**config.mk**
```make
export PLATFORM = sky130hd
export DESIGN_NAME = spi_audio_rx_multi_flat
export DESIGN_NICKNAME = d
export VERILOG_FILES = /design/src/rtl/spi_audio_rx_multi_if.sv /design/src/rtl/spi_audio_rx_multi.sv /design/src/flat_wrapper.sv
export SDC_FILE = /design/constraint.sdc
export NUM_CORES = 1
export LEC_CHECK = 0
export ABC_AREA = 1
export BUFFER_PORTS_ARGS = -buffer_cell sky130_fd_sc_hd__buf_2
export CORE_AREA = 2 2 62 75
export DETAILED_ROUTE_END_ITERATION = 8
export DIE_AREA = 0 0 64 77
export PLACE_DENSITY = 0.76
export SETUP_SLACK_MARGIN = 0.05
export SKIP_LAST_GASP = 1
export SYNTH_ARGS = -nofsm -noshare
export SYNTH_HDL_FRONTEND = slang
export SYNTH_SLANG_ARGS = --single-unit
```
**constraint.sdc**
```tcl
create_clock -name clk_25mhz -period 1.6 [get_ports clk_25mhz]
set_clock_uncertainty 0.1 [all_clocks]
set_input_delay 0.24 -clock clk_25mhz [delete_from_list [all_inputs] [get_ports clk_25mhz]]
set_output_delay 0.24 -clock clk_25mhz [all_outputs]
set_load 0.01 [all_outputs]
```
**src/rtl/spi_audio_rx_multi_if.sv**
```systemverilog
`default_nettype none
// ============================================================================
// Module   : spi_audio_rx_multi_if
// Brief    : Valid/ready word stream carrying a received sample and its channel tag.
// Revision : 1.0 - initial release
// ============================================================================
interface spi_audio_rx_multi_if #(
    parameter int DATA_W = 16,
    parameter int NUM_CH = 2
);
    localparam int CH_W = (NUM_CH > 1) ? $clog2(NUM_CH) : 1;

    logic              out_valid;
    logic              out_ready;
    logic [DATA_W-1:0] out_data;
    logic [CH_W-1:0]   out_ch;

    modport master (
        output out_valid,
        output out_data,
        output out_ch,
        input  out_ready
    );

    modport slave (
        input  out_valid,
        input  out_data,
        input  out_ch,
        output out_ready
    );
endinterface
`default_nettype wire

```
**src/rtl/spi_audio_rx_multi.sv**
```systemverilog
`default_nettype none
// ============================================================================
// Module   : spi_audio_rx_multi
// Brief    : Multi-channel SPI-style audio receiver with valid/ready output;
//            optional saturating error counter enabled by SPI_RX_ERR_CNT_EN.
// Revision : 1.0 - initial release
// ============================================================================
module spi_audio_rx_multi #(
    parameter int DATA_W       = 16,
    parameter int NUM_CH       = 2,
    parameter int SYNC_STAGES  = 2,
    parameter int CAPTURE_FALL = 0
) (
    input  wire logic                 clk_25mhz,
    input  wire logic                 reset,
    input  wire logic                 sclk_in,
    input  wire logic                 mosi_in,
    input  wire logic                 active,
    spi_audio_rx_multi_if.master      out_if,
    output logic                      overrun,
    output logic                      frame_err,
    output logic [7:0]                err_count
);
    localparam int                CH_W     = (NUM_CH > 1) ? $clog2(NUM_CH) : 1;
    localparam int                BIT_W    = $clog2(DATA_W);
    localparam logic [BIT_W-1:0]  BIT_LAST = BIT_W'(DATA_W - 1);
    localparam logic [CH_W-1:0]   CH_LAST  = CH_W'(NUM_CH - 1);

    typedef enum logic [0:0] {
        IDLE      = 1'b0,
        RECEIVING = 1'b1
    } state_t;

    state_t                 r_state, state_next;
    logic [SYNC_STAGES-1:0] r_sclk_sync, r_mosi_sync, r_active_sync, r_fill;
    logic                   r_sclk_d, r_active_d, r_seen_low;
    logic [BIT_W-1:0]       r_bit_cnt;
    logic [CH_W-1:0]        r_ch_cnt;
    logic [DATA_W-2:0]      r_shift;
    logic                   r_valid;
    logic [DATA_W-1:0]      r_data;
    logic [CH_W-1:0]        r_ch;

    logic w_sclk_s, w_mosi_s, w_active_s, w_cap_edge, w_act_rise, w_act_fall;
    logic w_start, w_abort, w_shift, w_word_done, w_frame_err_set;
    logic [DATA_W-1:0] w_word;

    assign w_sclk_s   = r_sclk_sync[SYNC_STAGES-1];
    assign w_mosi_s   = r_mosi_sync[SYNC_STAGES-1];
    assign w_active_s = r_active_sync[SYNC_STAGES-1];
    assign w_cap_edge = (CAPTURE_FALL != 0) ? (r_sclk_d & ~w_sclk_s) : (~r_sclk_d & w_sclk_s);
    // A frame may start only after active has been genuinely seen low since reset,
    // so a frame already in progress at reset release is ignored to its end.
    assign w_act_rise = r_seen_low & w_active_s & ~r_active_d;
    assign w_act_fall = ~w_active_s & r_active_d;
    assign w_word     = {r_shift, w_mosi_s};

    always_ff @(posedge clk_25mhz) begin
        if (reset) begin
            r_sclk_sync   <= '0;
            r_mosi_sync   <= '0;
            r_active_sync <= '0;
            r_fill        <= '0;
            r_sclk_d      <= 1'b0;
            r_active_d    <= 1'b0;
            r_seen_low    <= 1'b0;
        end else begin
            r_sclk_sync   <= {r_sclk_sync[SYNC_STAGES-2:0], sclk_in};
            r_mosi_sync   <= {r_mosi_sync[SYNC_STAGES-2:0], mosi_in};
            r_active_sync <= {r_active_sync[SYNC_STAGES-2:0], active};
            r_fill        <= {r_fill[SYNC_STAGES-2:0], 1'b1};
            r_sclk_d      <= w_sclk_s;
            r_active_d    <= w_active_s;
            if (r_fill[SYNC_STAGES-1] && !w_active_s) begin
                r_seen_low <= 1'b1;
            end
        end
    end

    always_ff @(posedge clk_25mhz) begin
        if (reset) begin
            r_state <= IDLE;
        end else begin
            r_state <= state_next;
        end
    end

    always_comb begin
        state_next      = r_state;
        w_start         = 1'b0;
        w_abort         = 1'b0;
        w_shift         = 1'b0;
        w_word_done     = 1'b0;
        w_frame_err_set = 1'b0;
        case (r_state)
            IDLE: begin
                if (w_act_rise) begin
                    state_next = RECEIVING;
                    w_start    = 1'b1;
                end
            end
            RECEIVING: begin
                if (w_act_fall) begin
                    state_next      = IDLE;
                    w_abort         = 1'b1;
                    w_frame_err_set = (r_bit_cnt != '0) || (r_ch_cnt != '0);
                end else if (w_cap_edge) begin
                    w_shift     = 1'b1;
                    w_word_done = (r_bit_cnt == BIT_LAST);
                end
            end
            default: state_next = IDLE;
        endcase
    end

    always_ff @(posedge clk_25mhz) begin
        if (reset) begin
            r_bit_cnt <= '0;
            r_ch_cnt  <= '0;
            r_shift   <= '0;
            r_valid   <= 1'b0;
            r_data    <= '0;
            r_ch      <= '0;
            overrun   <= 1'b0;
            frame_err <= 1'b0;
        end else begin
            overrun   <= 1'b0;
            frame_err <= w_frame_err_set;
            if (w_start || w_abort) begin
                r_bit_cnt <= '0;
                r_ch_cnt  <= '0;
                r_shift   <= '0;
            end else if (w_shift) begin
                r_shift <= w_word[DATA_W-2:0];
                if (w_word_done) begin
                    r_bit_cnt <= '0;
                    r_ch_cnt  <= (r_ch_cnt == CH_LAST) ? '0 : r_ch_cnt + 1'b1;
                end else begin
                    r_bit_cnt <= r_bit_cnt + 1'b1;
                end
            end
            // A completed word replaces the held one only if the slot is free this cycle.
            if (w_word_done) begin
                if (!r_valid || out_if.out_ready) begin
                    r_valid <= 1'b1;
                    r_data  <= w_word;
                    r_ch    <= r_ch_cnt;
                end else begin
                    overrun <= 1'b1;
                end
            end else if (r_valid && out_if.out_ready) begin
                r_valid <= 1'b0;
            end
        end
    end

    assign out_if.out_valid = r_valid;
    assign out_if.out_data  = r_data;
    assign out_if.out_ch    = r_ch;

`ifdef SPI_RX_ERR_CNT_EN
    logic [7:0] r_err_cnt;

    always_ff @(posedge clk_25mhz) begin
        if (reset) begin
            r_err_cnt <= 8'd0;
        end else if ((overrun || frame_err) && (r_err_cnt != 8'hFF)) begin
            r_err_cnt <= r_err_cnt + 8'd1;
        end
    end

    assign err_count = r_err_cnt;
`else
    assign err_count = 8'd0;
`endif

endmodule
`default_nettype wire

```
**src/flat_wrapper.sv**
```systemverilog
// flat-port wrapper written by rule: the top's interface ports become plain ports
module spi_audio_rx_multi_flat 
#(
    parameter int DATA_W       = 16,
    parameter int NUM_CH       = 2,
    parameter int SYNC_STAGES  = 2,
    parameter int CAPTURE_FALL = 0
)
  (clk_25mhz, reset, sclk_in, mosi_in, active, overrun, frame_err, err_count, out_if_out_valid, out_if_out_data, out_if_out_ch, out_if_out_ready);
  spi_audio_rx_multi_if #(.DATA_W(DATA_W), .NUM_CH(NUM_CH)) out_if_i ();
  input  wire logic clk_25mhz;
  input  wire logic reset;
  input  wire logic sclk_in;
  input  wire logic mosi_in;
  input  wire logic active;
  output logic overrun;
  output logic frame_err;
  output logic [7:0] err_count;
  output wire logic [$bits(out_if_i.out_valid)-1:0] out_if_out_valid;
  output wire logic [$bits(out_if_i.out_data)-1:0] out_if_out_data;
  output wire logic [$bits(out_if_i.out_ch)-1:0] out_if_out_ch;
  input wire logic [$bits(out_if_i.out_ready)-1:0] out_if_out_ready;
  assign out_if_out_valid = out_if_i.out_valid;
  assign out_if_out_data = out_if_i.out_data;
  assign out_if_out_ch = out_if_i.out_ch;
  assign out_if_i.out_ready = out_if_out_ready;
  spi_audio_rx_multi #(.DATA_W(DATA_W), .NUM_CH(NUM_CH), .SYNC_STAGES(SYNC_STAGES), .CAPTURE_FALL(CAPTURE_FALL)) u_core (.clk_25mhz(clk_25mhz), .reset(reset), .sclk_in(sclk_in), .mosi_in(mosi_in), .active(active), .out_if(out_if_i), .overrun(overrun), .frame_err(frame_err), .err_count(err_count));
endmodule
```
==> metrics, run 1 <==
share of the yosys chip area belonging to registers=46.0%; CTS Buf Count=5; total grt overflow=0; vias in the first global route=1661; status=finished clean; Setup TNS Final=0 ps; Clk pin slew, worst setup/hold paths=90 ps; drc violations=0; Bufs and invs on worst path=2; number of DRC markers in iteration 0=80; Final Critical Period=1480 ps; delay-heaviest family, CP=simple AND/OR/NAND/NOR gates; initial antenna violation count=0; Post-Synthesis Cells=311; DR top layer=met4; proportion of layout cells with a drive suffix above 1=18.1%; RSZ-0062 raised after global routing=true; Die W=64 µm; Clk Latency, worst-skew pair=300 ps; CP Cell Sequence=inv_1 -> a21oi_2 -> nand4_4 -> nand2_1 -> inv_1 -> nor2_1; DP HPWL=2.58 mm; register bit count reported by yosys=52; Crit Path Class=reg2reg; final hold viol count=0; top achievable clock speed=0.676 GHz; Root Driver=clkbuf_8; Arr. time, crit path=1630 ps; area leader, netlist=dfxtp_1; Core Region=4200 µm²; Tot GR Track Use=17.5%; most frequent cells in the layout=nand2_1 (78), inv_1 (67), dfxtp_1 (52); CP endpoint kind=flip-flop; Routed met1 length=1.87 mm; vias=1813; largest cells by area after synthesis=dfxtp_1 (46%), nand2_1 (13%), inv_1 (11%); Placer Congestion=0.752; I/O Buffers=25; Die H=77 µm; nets@finish=344; post-layout util=60.9%; Most Frequent Cell on Critical Path=inv_1; peak supply drop=0.000567 V; Pins Over Slew Limit=0; PwrDens=911 nW/µm²; Max Cap Viol=0; first-pass GRT wire length=6.91 mm; initial core utilization=54.0%; via/cell ratio=4.61; library cells used by synthesis=23; Area growth syn-to-layout=12.8%; Leak Pwr=1.13 nW; synthesized cell area=2260 µm²; Final ANT Viol Nets=0; hold_buf cts=0; die area=4930 µm²; Max Buffers Root-to-Sink=2; DR WL met3=185 µm; R2R Setup Slk=120 ps; IO Count=34; Yosys top cell area share=46.0%; period utilization=92.5%; Hold Path Class=in2reg; slowest stage delay, CP=400 ps; CP max FO=8; clock sink total=52; Yosys warning count=0; final setup fails=0; Avg Cell Area, Syn=7.28 µm²; Routed met2 length=2.11 mm; Worst setup SP type=flip-flop; most common cell after layout, fill and taps aside=nand2_1; routed len/inst=10.8 µm; drt first pass iters=4; Critical Path RT=1750 ps; H-tree depth=2; CTS tree=done; Inserted Diodes=0; largest net degree at the start of global routing=32; final WL=4.26 mm; Slowest cell on crit path=dfxtp_1; row count=26
layer usage:
layer | up-vias | GRT usage, %
met4 | 0 | 6.52
met3 | 8 | 3.96
met2 | 37 | 31.4
li1 | 965 | -
met5 | - | 0
met1 | 803 | 19.9
cell usage after synthesis:
| master | n |
|---|---|
| a21oi_1 | 11 |
| a21oi_2 | 11 |
| a311oi_1 | 1 |
| buf_2 | 7 |
| buf_4 | 9 |
| buf_6 | 4 |
| clkbuf_1 | 1 |
| clkbuf_2 | 1 |
| conb_1 | 1 |
| dfxtp_1 | 52 |
| ha_1 | 2 |
| inv_1 | 67 |
| inv_2 | 4 |
| nand2_1 | 78 |
| nand2_2 | 1 |
| nand3_1 | 6 |
| nand3_2 | 1 |
| nand4_1 | 17 |
| nand4_4 | 1 |
| nor2_1 | 33 |
| nor2_4 | 1 |
| nor3_1 | 1 |
| o21ai_0 | 1 |
worst paths after layout:
check | start | to | cells past startpoint
max | u_core.r_state | u_core.out_if.out_data[6] | 6
min | active | u_core.r_active_sync[0] | 3
max reg2reg | u_core.r_state | u_core.out_if.out_data[6] | 6
min reg2reg | u_core.r_active_sync[0] | u_core.r_active_sync[1] | 2
power by group:
| group | switching, mW | internal, mW |
|---|---|---|
| registers | 0.00562 | 1.31 |
| clock network | 0.424 | 0.511 |
| logic | 0.0569 | 0.0224 |
timing repair:
action	4_1_cts	5_1_grt
endpoints found under the setup margin	0	18
gates resized for setup	0	5
setup buffers	0	1
area by class of cell:
class,count,area [µm²]
multi-input cells,175,863
clock buffers,6,82.6
inverters,71,269
repair buffers,31,190
well taps,56,70.1
fillers,383,1640
clock inverters,2,38.8
flip-flops and latches,52,1040
worst reg2reg max path: stages, from the launching register on:
cell and delay [ps]:
dfxtp_1 400, inv_1 70, a21oi_2 350, nand4_4 260, nand2_1 120, inv_1 40, nor2_1 80
cells by family after synthesis:
kind of cell	Yosys count	synth area share (%)
other	1	0.166
flip-flops	52	46.0
buffers and inverters	93	18.7
adder cells (fa/ha/maj)	2	1.10
AO/OA/AOI/OAI	24	7.29
AND/OR/NAND/NOR	139	26.8
through the flow:
step,instances,power [mW],worst slack (ps),instance area [µm²],hold slack [ps]
after global placement,382,1.42,181,2380,292
after detailed placement,382,1.42,149,2380,297
after global routing,393,2.41,19.2,2550,25.8
after floorplan,318,1.41,274,2290,247
after CTS,390,2.35,121,2500,22.7
final,393,2.33,121,2550,31.7
sequential cells by signal, summed over array words and instances, names as in the netlist:
name                     flops
u_core.frame_err             1
u_core.out_if.out_ch         1
u_core.out_if.out_data      16
u_core.out_if.out_valid      1
u_core.overrun               1
u_core.r_active_d            1
u_core.r_active_sync         2
u_core.r_bit_cnt             4
u_core.r_ch_cnt              1
u_core.r_fill                2
u_core.r_mosi_sync           2
u_core.r_sclk_d              1
u_core.r_sclk_sync           2
u_core.r_seen_low            1
u_core.r_shift              15
u_core.r_state               1
Power figures use the tool's default switching activity.
==> inputs of run 2 (changes only) <==
ABC_AREA = default   (was 1)
CORE_AREA = 2 2 59 72   (was 2 2 62 75)
DIE_AREA = 0 0 61 74   (was 0 0 64 77)
PLACE_DENSITY = 0.77   (was 0.76)
==> run 2 against run 1 <==
Compared with the run above:
- hold slack gained 4.5 ps
- synthesized area shrank 9.2%
- non-clock buffer count grew 12
- die area shrank 8.4%
- sequential share of layout area grew 1.6 points
- first-iteration DRC count shrank 5.0%
- fmax shrank 3.5%
- combinational power shrank 1%
- count of clock-buffer cells in the layout is the same
- critical path type unchanged
- largest cell class unchanged
==> metrics, run 2 <==
via/cell ratio=5.21 (+13%); area of the multi-input gates=895 µm² (+3.6%); hold path cells=2 (-1); Yosys top cell area share=50.6% (+4.6 points); CTS tree=done; Max Buffers Root-to-Sink=2 (unchanged); Bufs and invs on worst path=1 (-1); most common cell after layout, fill and taps aside=dfxtp_1; Post-synth EDFFs=0 (unchanged); number of fill cells=341 (-11%); final setup fails=0 (unchanged); Placer Congestion=0.743 (-1.2%); routed len/inst=12.6 µm (+16%); H-tree depth=2 (unchanged); max FFs per register=16 (unchanged); Area growth syn-to-layout=20.0%; Avg Cell Area, Syn=9.06 µm² (+24%); Worst setup SP type=flip-flop; PwrDens=946 nW/µm² (+3.8%); period utilization=95.9% (+3.4 points); Tot GR Track Use=18.9% (+1.4 points); Root Driver=clkbuf_8; Layout Cells excl Fill=315 (-20%); DP HPWL=2.48 mm (-4.0%); Core Region=3850 µm² (-8.3%); hold path startpoint=mosi_in; Arr. time, crit path=1680 ps (+50 ps); proportion of layout cells with a drive suffix above 1=21.8% (+3.7 points); CP endpoint kind=flip-flop; clock sink total=52 (unchanged); R2R cell count=5 (-1); Inserted Diodes=0 (unchanged); largest net degree at the start of global routing=36 (+13%); slowest stage delay, CP=400 ps (about the same); row count=25 (-3.8%); nets@finish=268 (-22%); peak supply drop=0.000577 V (+1.7%); Hold Path Class=in2reg; I/O Buffers=25 (unchanged); drt first pass iters=4 (unchanged); Max Cap Viol=0 (unchanged); delay-heaviest family, CP=simple AND/OR/NAND/NOR gates; final hold viol count=0 (unchanged); Yosys warning count=0 (unchanged); CP Cell Sequence=ha_4 -> nand3_4 -> and4b_2 -> clkbuf_16 -> mux2i_1; ys async rst share=0% (unchanged); vias=1642 (-9.4%); RSZ-0062 raised after global routing=true; CTS Buf Count=5 (unchanged); Final Critical Period=1530 ps (+54.3 ps); register bit count reported by yosys=52 (unchanged); hold endpoint=u_core.r_mosi_sync[0]; R2R Setup Slk=70 ps (-50 ps); Die W=61 µm (-4.7%); Area after DPL=2240 µm² (-5.7%); total grt overflow=0 (unchanged); first-pass GRT wire length=6.32 mm (-8.6%); die area=4510 µm² (-8.4%); placed cell count=301 (-21%); final WL=3.97 mm (-6.6%); initial core utilization=53.5% (-0.50 points); top achievable clock speed=0.652 GHz (-3.5%); Pins Over Slew Limit=0 (unchanged); largest cells by area after synthesis=dfxtp_1 (51%), mux2i_1 (8.3%), nand2_1 (6.6%); Hold WS=36.1 ps (+4.49 ps); library cells used by synthesis=34 (+48%); most frequent cells in the layout=dfxtp_1 (49), nand2_1 (36), buf_2 (25); number of DRC markers in iteration 0=76 (-5.0%); Die H=74 µm (-3.9%); Post-Synthesis Cells=227 (-27%); IO Count=34 (unchanged); Crit Path Class=reg2reg; initial antenna violation count=0 (unchanged); vias in the first global route=1473 (-11%); Clk pin slew, worst setup/hold paths=90 ps (about the same); share of the yosys chip area belonging to registers=50.6% (+4.6 points); FF/Latch Area=1040 µm² (+0.36%); count leader, synth=dfxtp_1; Synth top cells by count=dfxtp_1 (52), nand2_1 (36), a21oi_1 (23); drc violations=0 (unchanged); post-route cell area=2470 µm² (-3.4%); Slowest cell on crit path=and4b_2; Placement Setup Slack=41.8 ps (-108 ps); R2R Path End=u_core.out_if.out_data[11]; FF-to-FF Start=u_core.r_bit_cnt[1]; Clk Latency, worst-skew pair=310 ps (about the same); synthesized cell area=2060 µm² (-9.2%); CP max FO=8 (unchanged); Setup TNS Final=0 ps (unchanged); Final ANT Viol Nets=0 (unchanged); status=finished clean; final worst slack=66.4 ps (-54.3 ps); Critical Path RT=1740 ps (about the same); area leader, netlist=dfxtp_1; Synth Flop Type=dfxtp_1; Leak Pwr=0.923 nW (-18%)
run 2: changes by cell type after synthesis, moves of 10 or more:
cell / change
nand3_1: +10
nand2_1: -42
inv_1: -63
nand4_1: -15
a21oi_1: +12
a21oi_2: -11
nor2_1: -30
mux2i_1: +17
run 2: cell type report:
type / count / area share [%]
multi-input combinational: 153 / 36.3
clock inverter: 2 / 1.57
timing repair buffer: 43 / 13.0
clock buffer: 6 / 3.35
sequential: 52 / 42.3
inverter: 5 / 0.761
tap: 54 / 2.74
run 2: cell families (layout without fill, tap and decap cells):
| logic type | count (synthesis) | after routing | synth area share (%) |
|---|---|---|---|
| AOI/OAI and AO/OA | 45 | 45 | 11.6 |
| muxes | 17 | 17 | 8.27 |
| adders and majority gates | 2 | 2 | 1.22 |
| buffers and inverters | 29 | 56 | 8.45 |
| DFF | 52 | 52 | 50.6 |
| other | 1 | 8 | 0.182 |
| and+or+nand+nor | 81 | 81 | 19.6 |
run 2: timing repair:
item	4_1_cts	5_1_grt
buffers inserted	0	4
hold buffers	0	0
cloned	0	2
setup endpoints to repair	4	35
pin swaps	0	2
resized for setup	0	6
run 2: worst max-delay path by stage:
| stage | startpoint | end | slack, ps | depth (start not counted) |
|---|---|---|---|---|
| 3_3_place_gp | u_core.r_bit_cnt[1] | u_core.out_if.out_ch | 90 | 5 |
| 4_1_cts | u_core.r_bit_cnt[0] | u_core.out_if.out_data[0] | 40 | 5 |
| 3_5_place_dp | u_core.r_bit_cnt[0] | u_core.out_if.out_data[0] | 40 | 5 |
| 2_1_floorplan | u_core.r_bit_cnt[1] | u_core.out_if.out_data[10] | 60 | 6 |
| 5_1_grt | u_core.r_bit_cnt[1] | u_core.out_if.out_data[12] | 10 | 5 |
| 6_report | u_core.r_bit_cnt[1] | u_core.out_if.out_data[11] | 70 | 5 |
run 2: per-stage QoR:
step	util [%]	power, mW
6_report	64.1	2.33
4_1_cts	61.5	2.36
3_5_place_dp	58.3	1.42
2_1_floorplan	-	1.41
3_3_place_gp	58.3	1.42
5_1_grt	64.1	2.42
run 2: per-layer routing:
layer / wire length [µm] / GRT usage, % / part of all wire, % / vias up
li1: - / - / - / 826
met1: 1740 / 22.7 / 44 / 757
met2: 1940 / 30.1 / 49 / 51
met3: 191 / 5.22 / 4.8 / 8
met4: 95 / 10.9 / 2.4 / 0
met5: 0 / 0 / 0 / -
run 2: where the power goes:
group	total (mW)	switching [mW]	internal (mW)	leakage (nW)
clock	0.941	0.430	0.512	0.0614
sequential	1.31	0.00694	1.31	0.423
combinational	0.0782	0.0513	0.0269	0.439
run 2: worst reg2reg max path: cells and delay by family, from the launching register on:
kind,cells,cell delay [ps]
adder cells (fa/ha/maj),1,160
buffers and inverters,1,200
flip-flops,1,360
multiplexers,1,180
AND/OR/NAND/NOR,2,480
==> inputs of run 3 (changes only) <==
PLACE_DENSITY = 0.79   (was 0.77)
==> run 3 against run 2 <==
Compared with the run above:
- wire length increased by 0.98%
- register-to-register slack worse by 30 ps
- clock power is 0.5% lower
- global-route usage barely moved
- fmax decreased by 2.0%
- critical path type unchanged
- final area decreased by 0.10%
- hold slack better by 6.6 ps
==> metrics, run 3 (same netlist as run 2, synthesis figures left out) <==
delay-heaviest family, CP=simple AND/OR/NAND/NOR gates; Sw Ratio=20.8% (-0.17 points); largest net degree at the start of global routing=36 (unchanged); initial core utilization=53.5% (unchanged); first-pass GRT wire length=6.40 mm (+1.3%); Final Critical Period=1560 ps (+30.7 ps); CTS tree=done; drc violations=0 (unchanged); switching pwr=0.483 mW (-1.1%); number of fill cells=335 (-1.8%); final setup fails=0 (unchanged); most common cell after layout, fill and taps aside=dfxtp_1; Critical Path RT=1740 ps (about the same); max FFs per register=16 (unchanged); Seq pwr share=56.5% (+0.2 points); Crit Path Class=reg2reg; CTS Buf Count=5 (unchanged); FF/Latch Area=1040 µm² (unchanged); Root Driver=clkbuf_8; Clk pwr share=40.2% (-0.2 points); CP max FO=5 (-3); Hold Path Class=in2reg; Die W=61 µm (unchanged); H-tree depth=2 (unchanged); Arr. time, crit path=1710 ps (+30 ps); placed cell count=302 (+0.33%); Core Region=3850 µm² (unchanged); internal power=1.84 mW (about the same); RSZ-0062 raised after global routing=true; Leak Pwr=0.917 nW (-0.62%); CP Cell Sequence=ha_4 -> nand3_4 -> and4b_4 -> clkbuf_16 -> mux2i_1; Area after DPL=2240 µm² (-0.22%); CP endpoint kind=flip-flop; nets@finish=268 (unchanged); peak supply drop=0.000607 V (+5.3%); power share of the combinational group=3.3% (about the same); drt first pass iters=4 (unchanged); vias=1630 (-0.73%); clock sink total=52 (unchanged); initial antenna violation count=0 (unchanged); final hold viol count=0 (unchanged); Placer Congestion=0.789 (+6.1%); Max Buffers Root-to-Sink=2 (unchanged); Pins Over Slew Limit=0 (unchanged); Tot GR Track Use=18.9% (about the same); IO Count=34 (unchanged); final WL=4.01 mm (+0.98%); row count=25 (unchanged); proportion of layout cells with a drive suffix above 1=22.2% (+0.38 points); Final ANT Viol Nets=0 (unchanged); Worst setup SP type=flip-flop; Area growth syn-to-layout=19.8%; PwrDens=944 nW/µm² (-0.21%); I/O Buffers=25 (unchanged); Slowest cell on crit path=and4b_4; DP HPWL=2.41 mm (-2.8%); Clk pin slew, worst setup/hold paths=100 ps (about the same); Die H=74 µm (unchanged); Clk Latency, worst-skew pair=300 ps (about the same); post-route cell area=2460 µm² (-0.10%); period utilization=97.8% (+1.9 points); top achievable clock speed=0.639 GHz (-2.0%); Inserted Diodes=0 (unchanged); die area=4510 µm² (unchanged); via/cell ratio=5.17 (-0.73%); post-layout util=64.1% (-0.065 points); total grt overflow=0 (unchanged); routed len/inst=12.7 µm (+0.98%); Bufs and invs on worst path=1 (unchanged); number of DRC markers in iteration 0=78 (+2.6%); vias in the first global route=1501 (+1.9%); Layout Cells excl Fill=315 (unchanged); most frequent cells in the layout=dfxtp_1 (49), nand2_1 (36), buf_2 (25); Max Cap Viol=0 (unchanged); slowest stage delay, CP=440 ps (+40 ps); status=finished clean; area of the multi-input gates=902 µm² (+0.84%)
run 3: worst paths after layout:
check                                        startpoint                         to  slack (ps)  cells past startpoint
worst min register to register  u_core.r_active_sync[0]    u_core.r_active_sync[1]         340                      1
worst min-delay path                            mosi_in      u_core.r_mosi_sync[0]          40                      2
worst max-delay path                u_core.r_bit_cnt[1]  u_core.out_if.out_data[9]          40                      5
worst max register to register      u_core.r_bit_cnt[1]  u_core.out_if.out_data[9]          40                      5
run 3: layout make-up:
type / count / share of cell area, %
Sequential cell: 52 / 42.4
Multi-Input combinational cell: 153 / 36.6
Timing Repair Buffer: 43 / 12.6
Clock buffer: 6 / 3.35
Tap cell: 54 / 2.74
Clock inverter: 2 / 1.57
Inverter: 5 / 0.761
run 3: repair_timing:
action / in CTS / in global routing
pin swaps: 0 / 2
cloned: 1 / 1
gates resized for setup: 6 / 3
setup endpoints to repair: 17 / 19
buffers inserted: 1 / 2
hold buffers: 0 / 0
run 3: power by group through the flow:
stage	Clock (mW)	Combinational, mW	Sequential (mW)
floorplan	0	0.0659	1.34
global placement	0	0.0754	1.34
detailed placement	0	0.0757	1.34
CTS	0.956	0.0762	1.31
global route	1.01	0.0853	1.32
finish	0.936	0.0768	1.31
run 3: layer usage:
metal	GRT usage (%)	vias to the layer above	wire, µm
li1	-	824	-
met5	0	-	0
met1	21.2	752	1800
met2	33.0	47	1960
met4	7.73	0	76
met3	5.74	7	181
run 3: stage by stage:
step	TNS, ps	setup slack, ps	power [mW]	hold WS, ps
final	0	35.7	2.33	42.7
after CTS	0	43.4	2.35	33.7
after detailed placement	0	45.6	1.42	333
after global routing	-42.5	-31.5	2.41	33.4
after global placement	0	105	1.42	317
after floorplan	0	62.9	1.41	212
